===== src/rtl/ps2_host_tx.sv =====
// Host-to-device PS/2 transmitter: inhibits the bus, issues a start bit, then shifts one
// command byte plus odd parity out on device clock edges and reports ack/no-ack/timeout.
module ps2_host_tx #(
  parameter int INHIBIT_CYCLES = 12000,
  parameter int START_TIMEOUT  = 1500000,
  parameter int FRAME_TIMEOUT  = 200000
) (
  input  logic       clk,
  input  logic       reset,
  input  logic       tx_valid,
  input  logic [7:0] tx_data,
  output logic       tx_ready,
  output logic       busy,
  input  logic       ps2_clk_in,
  input  logic       ps2_data_in,
  output logic       ps2_clk_oe,
  output logic       ps2_data_oe,
  output logic       done,
  output logic       ack_ok,
  output logic       err_noack,
  output logic       err_timeout
);

  localparam logic [2:0] ST_IDLE      = 3'd0;
  localparam logic [2:0] ST_INHIBIT   = 3'd1;
  localparam logic [2:0] ST_REQ       = 3'd2;
  localparam logic [2:0] ST_DATA      = 3'd3;
  localparam logic [2:0] ST_WAIT_IDLE = 3'd4;

  function automatic logic odd_parity(input logic [7:0] d);
    return ~^d;
  endfunction

  logic [2:0]  state_r;
  logic [31:0] cnt_r;
  logic [3:0]  bit_cnt_r;
  logic [7:0]  data_r;
  logic        par_r;
  logic        ack_res_r;
  logic        clk_s1_r, clk_s2_r, clk_prev_r;
  logic        data_s1_r, data_s2_r;
  logic        clk_oe_r, data_oe_r;
  logic        done_r, ack_ok_r, err_noack_r, err_timeout_r;

  logic        fall_s;
  logic [3:0]  k_next_s;
  logic [2:0]  bit_idx_s;
  logic        frame_bit_s;

  assign fall_s      = clk_prev_r & ~clk_s2_r;
  assign tx_ready    = (state_r == ST_IDLE) && !reset;
  assign busy        = (state_r != ST_IDLE);
  assign ps2_clk_oe  = clk_oe_r;
  assign ps2_data_oe = data_oe_r;
  assign done        = done_r;
  assign ack_ok      = ack_ok_r;
  assign err_noack   = err_noack_r;
  assign err_timeout = err_timeout_r;

  // Line drive for the falling edge about to be counted (oe=1 pulls the line low).
  always_comb begin
    k_next_s    = bit_cnt_r + 4'd1;
    bit_idx_s   = k_next_s[2:0] - 3'd1;
    frame_bit_s = 1'b0;
    if (k_next_s <= 4'd8) begin
      frame_bit_s = ~data_r[bit_idx_s];
    end else if (k_next_s == 4'd9) begin
      frame_bit_s = ~par_r;
    end else begin
      frame_bit_s = 1'b0;
    end
  end

  // Synchronizers, transfer FSM, line drivers and result flags.
  always_ff @(posedge clk) begin
    if (reset) begin
      state_r       <= ST_IDLE;
      cnt_r         <= 32'd0;
      bit_cnt_r     <= 4'd0;
      data_r        <= 8'd0;
      par_r         <= 1'b0;
      ack_res_r     <= 1'b0;
      clk_s1_r      <= 1'b1;
      clk_s2_r      <= 1'b1;
      clk_prev_r    <= 1'b1;
      data_s1_r     <= 1'b1;
      data_s2_r     <= 1'b1;
      clk_oe_r      <= 1'b0;
      data_oe_r     <= 1'b0;
      done_r        <= 1'b0;
      ack_ok_r      <= 1'b0;
      err_noack_r   <= 1'b0;
      err_timeout_r <= 1'b0;
    end else begin
      clk_s1_r      <= ps2_clk_in;
      clk_s2_r      <= clk_s1_r;
      clk_prev_r    <= clk_s2_r;
      data_s1_r     <= ps2_data_in;
      data_s2_r     <= data_s1_r;
      done_r        <= 1'b0;
      ack_ok_r      <= 1'b0;
      err_noack_r   <= 1'b0;
      err_timeout_r <= 1'b0;
      case (state_r)
        ST_IDLE: begin
          clk_oe_r  <= 1'b0;
          data_oe_r <= 1'b0;
          if (tx_valid) begin
            data_r    <= tx_data;
            par_r     <= odd_parity(tx_data);
            bit_cnt_r <= 4'd0;
            cnt_r     <= 32'(INHIBIT_CYCLES - 1);
            clk_oe_r  <= 1'b1;
            data_oe_r <= (INHIBIT_CYCLES == 1);
            state_r   <= ST_INHIBIT;
          end
        end
        ST_INHIBIT: begin
          if (cnt_r == 32'd0) begin
            clk_oe_r  <= 1'b0;
            data_oe_r <= 1'b1;
            cnt_r     <= 32'(START_TIMEOUT);
            state_r   <= ST_REQ;
          end else begin
            cnt_r <= cnt_r - 32'd1;
            if (cnt_r == 32'd1) begin
              data_oe_r <= 1'b1;
            end
          end
        end
        ST_REQ, ST_DATA: begin
          // A device edge takes priority over an expiring timer in the same cycle.
          if (fall_s) begin
            bit_cnt_r <= k_next_s;
            if (state_r == ST_REQ) begin
              cnt_r   <= 32'(FRAME_TIMEOUT);
              state_r <= ST_DATA;
            end else if (cnt_r != 32'd0) begin
              cnt_r <= cnt_r - 32'd1;
            end
            if (k_next_s == 4'd11) begin
              ack_res_r <= ~data_s2_r;
              clk_oe_r  <= 1'b0;
              data_oe_r <= 1'b0;
              state_r   <= ST_WAIT_IDLE;
            end else begin
              data_oe_r <= frame_bit_s;
            end
          end else if (cnt_r == 32'd0) begin
            clk_oe_r      <= 1'b0;
            data_oe_r     <= 1'b0;
            done_r        <= 1'b1;
            err_timeout_r <= 1'b1;
            state_r       <= ST_IDLE;
          end else begin
            cnt_r <= cnt_r - 32'd1;
          end
        end
        ST_WAIT_IDLE: begin
          clk_oe_r  <= 1'b0;
          data_oe_r <= 1'b0;
          if (clk_s2_r && data_s2_r) begin
            done_r      <= 1'b1;
            ack_ok_r    <= ack_res_r;
            err_noack_r <= ~ack_res_r;
            state_r     <= ST_IDLE;
          end
        end
        default: begin
          clk_oe_r  <= 1'b0;
          data_oe_r <= 1'b0;
          state_r   <= ST_IDLE;
        end
      endcase
    end
  end

endmodule

===== config.mk =====
export PLATFORM = sky130hd
export DESIGN_NAME = ps2_host_tx
export DESIGN_NICKNAME = d
export VERILOG_FILES = /design/src/rtl/ps2_host_tx.sv
export SDC_FILE = /design/constraint.sdc
export NUM_CORES = 1
export LEC_CHECK = 0
export CAP_MARGIN = 0
export CELL_PAD_IN_SITES_DETAIL_PLACEMENT = 1
export CELL_PAD_IN_SITES_GLOBAL_PLACEMENT = 1
export CORE_MARGIN = 2
export CORE_UTILIZATION = 44
export CTS_CLUSTER_DIAMETER = 120
export DETAILED_ROUTE_END_ITERATION = 6
export PLACE_DENSITY = 0.87
export SYNTH_ARGS = -nofsm -noshare
export SYNTH_HDL_FRONTEND = slang
export SYNTH_SLANG_ARGS = --single-unit

===== constraint.sdc =====
create_clock -name clk -period 3.9 [get_ports clk]
set_input_delay 1.17 -clock clk [delete_from_list [all_inputs] [get_ports clk]]
set_output_delay 1.17 -clock clk [all_outputs]
set_load 0.01 [all_outputs]

==> impl_metrics.json, run 1 <==
{
  "syn_area_sq_mm": 0.00326,
  "p_leak_nw": 1.34,
  "critPathArrivalTime_ps": 3570,
  "crit_family": "simple AND/OR/NAND/NOR gates",
  "synthTopCellsByArea": "dfxtp_1 37%, nor2_1 5.8%, nand2_1 4.7%",
  "diodes": 0,
  "relSlewSlack_pct": 45.8,
  "cp_max_fo": 11,
  "ys.flop_type": "dfxtp_1",
  "powerDensity_mw_per_mm2": 416,
  "ir_drop_mv": 0.227,
  "synth_top_area_cell": "dfxtp_1",
  "hold_violations": 0,
  "hp-class": "flip-flop to flip-flop",
  "drtAntennaViolNets": 0,
  "async_flop_share_pct": 0,
  "cts.htree.levels": 3,
  "crit_required_ps": 4170,
  "cts_resized": 0,
  "crit_type": "flip-flop to flip-flop",
  "drv_cap": 0,
  "via_per_inst": 5.86,
  "grtUsageTotal_pct": 23.6,
  "hp-start": "clk_s1_r",
  "clk_pin_slew_ps": 70,
  "synth_edf_count": 0,
  "setup_violations": 0,
  "syn_area_per_cell_sq_um": 8.12,
  "ys_ff_latch": 60,
  "synth_nets": 422,
  "pre_cts_ws_ps": 619,
  "outcome": "complete, no violations",
  "regToRegStartpoint": "cnt_r[11]",
  "first_pass_iters": 4,
  "cp_cell_sequence": "or4_1 > or4b_1 > or3_4 > o21a_1 > or2_4 > a221oi_2",
  "crit_buf_inv": 0,
  "place_congestion": 0.857,
  "fin_crit_ps": 3310,
  "io_buffers": 20,
  "fp.coreArea_sq_mm": 0.00721,
  "dp_hpwl_um": 6560,
  "avgRoutedWirePerCell_um": 17.8,
  "critPathSlowestCell": "or4b_1",
  "cts.sinks": 60,
  "initial_core_util_pct": 45.2,
  "drt_iter0_drc": 216,
  "worstSetupStartpoint": "cnt_r[11]",
  "tns_ps": 0,
  "die_h_um": 90.1,
  "synth_common_cells": "60 x dfxtp_1, 50 x nor2_1, 41 x nand2_1, 30 x a21oi_1, 18 x clkbuf_1",
  "area_growth_pct": 15.1,
  "cp-end-kind": "flip-flop",
  "slowest_delay_ps": 740,
  "drc": 0,
  "tightest_slew_ps": 806,
  "yosys.area.top_type_share_pct": 36.8,
  "yosysUniqueCellTypes": 59,
  "total_power_mw": 1.56,
  "finalMaxSlewViolations": 0,
  "grt_pass1_wl_um": 15500,
  "ys_warn_count": 0,
  "routed_wl_um": 9250,
  "grt-ovfl-total": 0,
  "seq_area_frac_synth_pct": 36.8,
  "cts_hold_buf": 0,
  "ios": 21,
  "setup_slack_ps": 590,
  "synthMostInstantiatedCell": "dfxtp_1",
  "antenna_found_initial": 0,
  "post_cts_buffers": 0,
  "vias": 3046,
  "clock.fmax_mhz": 302,
  "core.rowCount": 31,
  "hold_ws_ps": 432,
  "die_x_um": 90.1,
  "fin_util_pct": 52.1,
  "rsz0062_at_grt": "false",
  "min_period_over_period_pct": 84.9,
  "start_kind": "flip-flop",
  "final_nets": 436,
  "worstSkewPairLatency_ps": 360,
  "cts_buffers": 9,
  "drive_gt1_share_pct": 10.9,
  "clock_skew_ps": 10.3,
  "dieArea_sq_mm": 0.00812,
  "cts_tree": "built",
  "grt_max_degree": 54,
  "clk_path_buf_depth": 2,
  "grt_pass1_vias": 3190,
  "syn_inst": 402,
  "cts-root-buf": "clkbuf_8"
}
## registers in the layout (all words and copies together) (netlist names)
signal and count:
ack_ok 1, ack_res_r 1, bit_cnt_r 4, clk_prev_r 1, clk_s1_r 1, clk_s2_r 1, cnt_r 32, data_r 8
data_s1_r 1, data_s2_r 1, done 1, err_noack 1, err_timeout 1, par_r 1, ps2_clk_oe 1, ps2_data_oe 1
state_r 3
## routing by layer
layer / part of all wire (%) / global-route usage (%) / wire, um / vias up
met1: 42 / 27.7 / 3890 / 1458
met2: 51 / 41.5 / 4720 / 82
met4: 2.4 / 9.49 / 224 / 0
li1: - / - / - / 1486
met5: 0 / 0 / 0 / -
met3: 4.4 / 5.36 / 411 / 20
## path summary, 6_finish.rpt
kind                    to  slack, ps  cells past startpoint
setup reg to reg  cnt_r[3]        590                      6
hold / removal    clk_s2_r        430                      1
hold reg to reg   clk_s2_r        430                      1
setup / recovery  cnt_r[3]        590                      6
## logic make-up (layout without fill, tap and decap cells)
family,Yosys count,in the layout,synth area share (%)
AOI/OAI and AO/OA,99,99,21.2
xor gates and xnor gates,22,22,5.90
adders and majority gates,7,7,2.68
buffers and inverters,34,53,4.52
DFF,60,60,36.8
muxes,3,3,1.73
and+or+nand+nor,177,177,27.2
## final cells by class
cell class	instances	area [sq um]
Clock inverter	7	98.8
Inverter	9	33.8
Fill cell	875	3460
Multi-Input combinational cell	308	1920
Clock buffer	9	124
Timing Repair Buffer	28	255
Sequential cell	60	1200
Tap cell	99	124
## layout by cell type (no fill, tap or decap), drive strengths merged, types with 10 or more instances in the layout
cell / n
a21oi: 31
clkdlybuf4s50: 19
dfxtp: 60
inv: 11
nand2: 41
nor2: 50
nor3: 17
nor4: 14
o21ai: 12
or4: 10
xnor2: 17
## power by group
group | internal, mW | total, mW | leakage [nW] | switching, mW
combinational | 0.101 | 0.248 | 0.743 | 0.146
sequential | 0.641 | 0.672 | 0.490 | 0.0318
clock | 0.364 | 0.644 | 0.110 | 0.280
total | 1.11 | 1.56 | 1.34 | 0.458
## metrics by stage
stage          area [sq um]  cells
2_1_floorplan          3260    402
3_3_place_gp           3530    504
3_5_place_dp           3530    504
4_1_cts                3760    520
5_1_grt                3760    520
6_report               3760    520
Power figures use the tool's default switching activity.
==> run 2: changes to the inputs <==
--- a/config.mk
+++ b/config.mk
@@ -9,10 +9,10 @@
 export CELL_PAD_IN_SITES_DETAIL_PLACEMENT = 1
 export CELL_PAD_IN_SITES_GLOBAL_PLACEMENT = 1
 export CORE_MARGIN = 2
-export CORE_UTILIZATION = 44
+export CORE_UTILIZATION = 40
 export CTS_CLUSTER_DIAMETER = 120
 export DETAILED_ROUTE_END_ITERATION = 6
-export PLACE_DENSITY = 0.87
+export PLACE_DENSITY = 0.83
 export SYNTH_ARGS = -nofsm -noshare
 export SYNTH_HDL_FRONTEND = slang
 export SYNTH_SLANG_ARGS = --single-unit
==> constraint.sdc (replaced) <==
create_clock -name clk -period 3 [get_ports clk]
set_input_delay 0.9 -clock clk [delete_from_list [all_inputs] [get_ports clk]]
set_output_delay 0.9 -clock clk [all_outputs]
set_load 0.01 [all_outputs]
==> impl_metrics.json, run 2 (synthesis results as in run 1) <==
{
  "cts_buffers": 9,
  "setup_slack_ps": 93.2,
  "tightest_slew_ps": 703,
  "clk_path_buf_depth": 2,
  "outcome": "complete, no violations",
  "clock_skew_ps": 10.7,
  "crit_type": "flip-flop to flip-flop",
  "ir_drop_mv": 0.325,
  "hp-class": "flip-flop to flip-flop",
  "r2r_slack_ps": 90,
  "core.rowCount": 32,
  "regToRegStartpoint": "cnt_r[24]",
  "fin_crit_ps": 2910,
  "drt_iter0_drc": 141,
  "cts_tree": "built",
  "grt_max_degree": 54,
  "cp-endpoint": "cnt_r[4]",
  "powerDensity_mw_per_mm2": 508,
  "drv_cap": 0,
  "avgRoutedWirePerCell_um": 17.9,
  "worstSkewPairLatency_ps": 350,
  "diodes": 0,
  "cp_max_fo": 11,
  "finalMaxSlewViolations": 0,
  "regMostFlops": "cnt_r",
  "min_period_over_period_pct": 96.9,
  "final_common_cell": "dfxtp_1",
  "routed_wl_um": 9690,
  "p_leak_nw": 1.42,
  "cts-root-buf": "clkbuf_8",
  "total_power_mw": 1.98,
  "post_dp_cell_area_sq_mm": 0.00368,
  "final_area_sq_mm": 0.00389,
  "crit_family": "simple AND/OR/NAND/NOR gates",
  "start_kind": "flip-flop",
  "cts.sinks": 60,
  "hold_ws_ps": 419,
  "io_buffers": 20,
  "drtAntennaViolNets": 0,
  "dp.cells": 526,
  "reg2reg_to": "cnt_r[4]",
  "vias": 3128,
  "grt-ovfl-total": 0,
  "antenna_found_initial": 0,
  "worstSetupStartpoint": "cnt_r[24]",
  "slowest_delay_ps": 600,
  "reg2reg_depth": 6,
  "dp_hpwl_um": 6910,
  "initial_core_util_pct": 41.8,
  "critPathSlowestCell": "or4_1",
  "crit_buf_inv": 0,
  "pre_cts_ws_ps": -13.1,
  "largest_reg_flops": 32,
  "grt_pass1_wl_um": 16600,
  "grtUsageTotal_pct": 23.9,
  "rsz0062_at_grt": "false",
  "cp_cell_sequence": "or4_1 > or4_4 > or3_4 > o21a_2 > or2_4 > a221oi_2",
  "cp-end-kind": "flip-flop",
  "drc": 0,
  "die_x_um": 94.3,
  "setup_violations": 0,
  "cts_hold_buf": 0,
  "critPathArrivalTime_ps": 3160,
  "finalNonFillerCells": 542,
  "post_cts_buffers": 0,
  "ios": 21,
  "final_nets": 455,
  "dieArea_sq_mm": 0.00890,
  "crit_required_ps": 3260,
  "relSlewSlack_pct": 52.8,
  "drive_gt1_share_pct": 15.7,
  "place_congestion": 0.949,
  "via_per_inst": 5.77,
  "first_pass_iters": 4,
  "clk_pin_slew_ps": 80,
  "clock.fmax_mhz": 344,
  "cts.htree.levels": 3,
  "grt_pass1_vias": 3303,
  "area_growth_pct": 19.3,
  "hold_violations": 0,
  "final_cell_mix": "60 x dfxtp_1, 50 x nor2_1, 41 x nand2_1, 30 x a21oi_1, 27 x buf_4",
  "top_regs": "cnt_r x32, data_r x8, bit_cnt_r x4",
  "fp.coreArea_sq_mm": 0.00781,
  "die_h_um": 94.3,
  "cp_num_cells": 6
}
## run 2: timing repair
action,in CTS,in global routing
hold endpoints to repair,0,0
pin swaps,0,1
setup endpoints to repair,1,6
resized for setup,2,2
## run 2: where the power goes
group | switching, mW | leakage (nW) | internal (mW)
registers | 0.0366 | 0.490 | 0.833
clock network | 0.357 | 0.0958 | 0.387
logic | 0.206 | 0.837 | 0.156
## run 2: worst reg2reg max path, stage by stage, from the launching register on
cell	delay, ps
dfxtp_1	360
or4_1	600
or4_4	570
or3_4	480
o21a_2	290
or2_4	260
a221oi_2	250
## run 2: how the worst min path moves through the flow
stage,to,slack [ps],cells after the start,startpoint
2_1_floorplan,clk_s2_r,390,1,clk_s1_r
3_3_place_gp,clk_s2_r,390,1,clk_s1_r
3_5_place_dp,clk_s2_r,400,1,clk_s1_r
4_1_cts,err_noack,420,1,ack_res_r
5_1_grt,err_noack,430,1,ack_res_r
6_report,clk_s2_r,420,1,clk_s1_r
## run 2: layer usage
metal | part of all wire, % | GRT usage (%) | wire (um)
met3 | 3.5 | 5.46 | 337
met2 | 51 | 42.4 | 4920
met1 | 44 | 29.1 | 4260
met5 | 0 | 0 | 0
met4 | 1.8 | 6.40 | 174
## run 2: through the flow
stage / setup TNS (ps) / utilization (%)
floorplan: 0 / -
global placement: 0 / 47.1
detailed placement: -13.1 / 47.1
CTS: 0 / 49.8
global route: 0 / 49.9
finish: 0 / 49.9
## run 2: area by class of cell
class                   instances  area [sq um]
clock inverters                 7          76.3
inverters                       9          33.8
multi-input cells             308          1930
repair buffers                 47           398
fillers                       957          3920
well taps                     102           128
flip-flops and latches         60          1200
clock buffers                   9           124
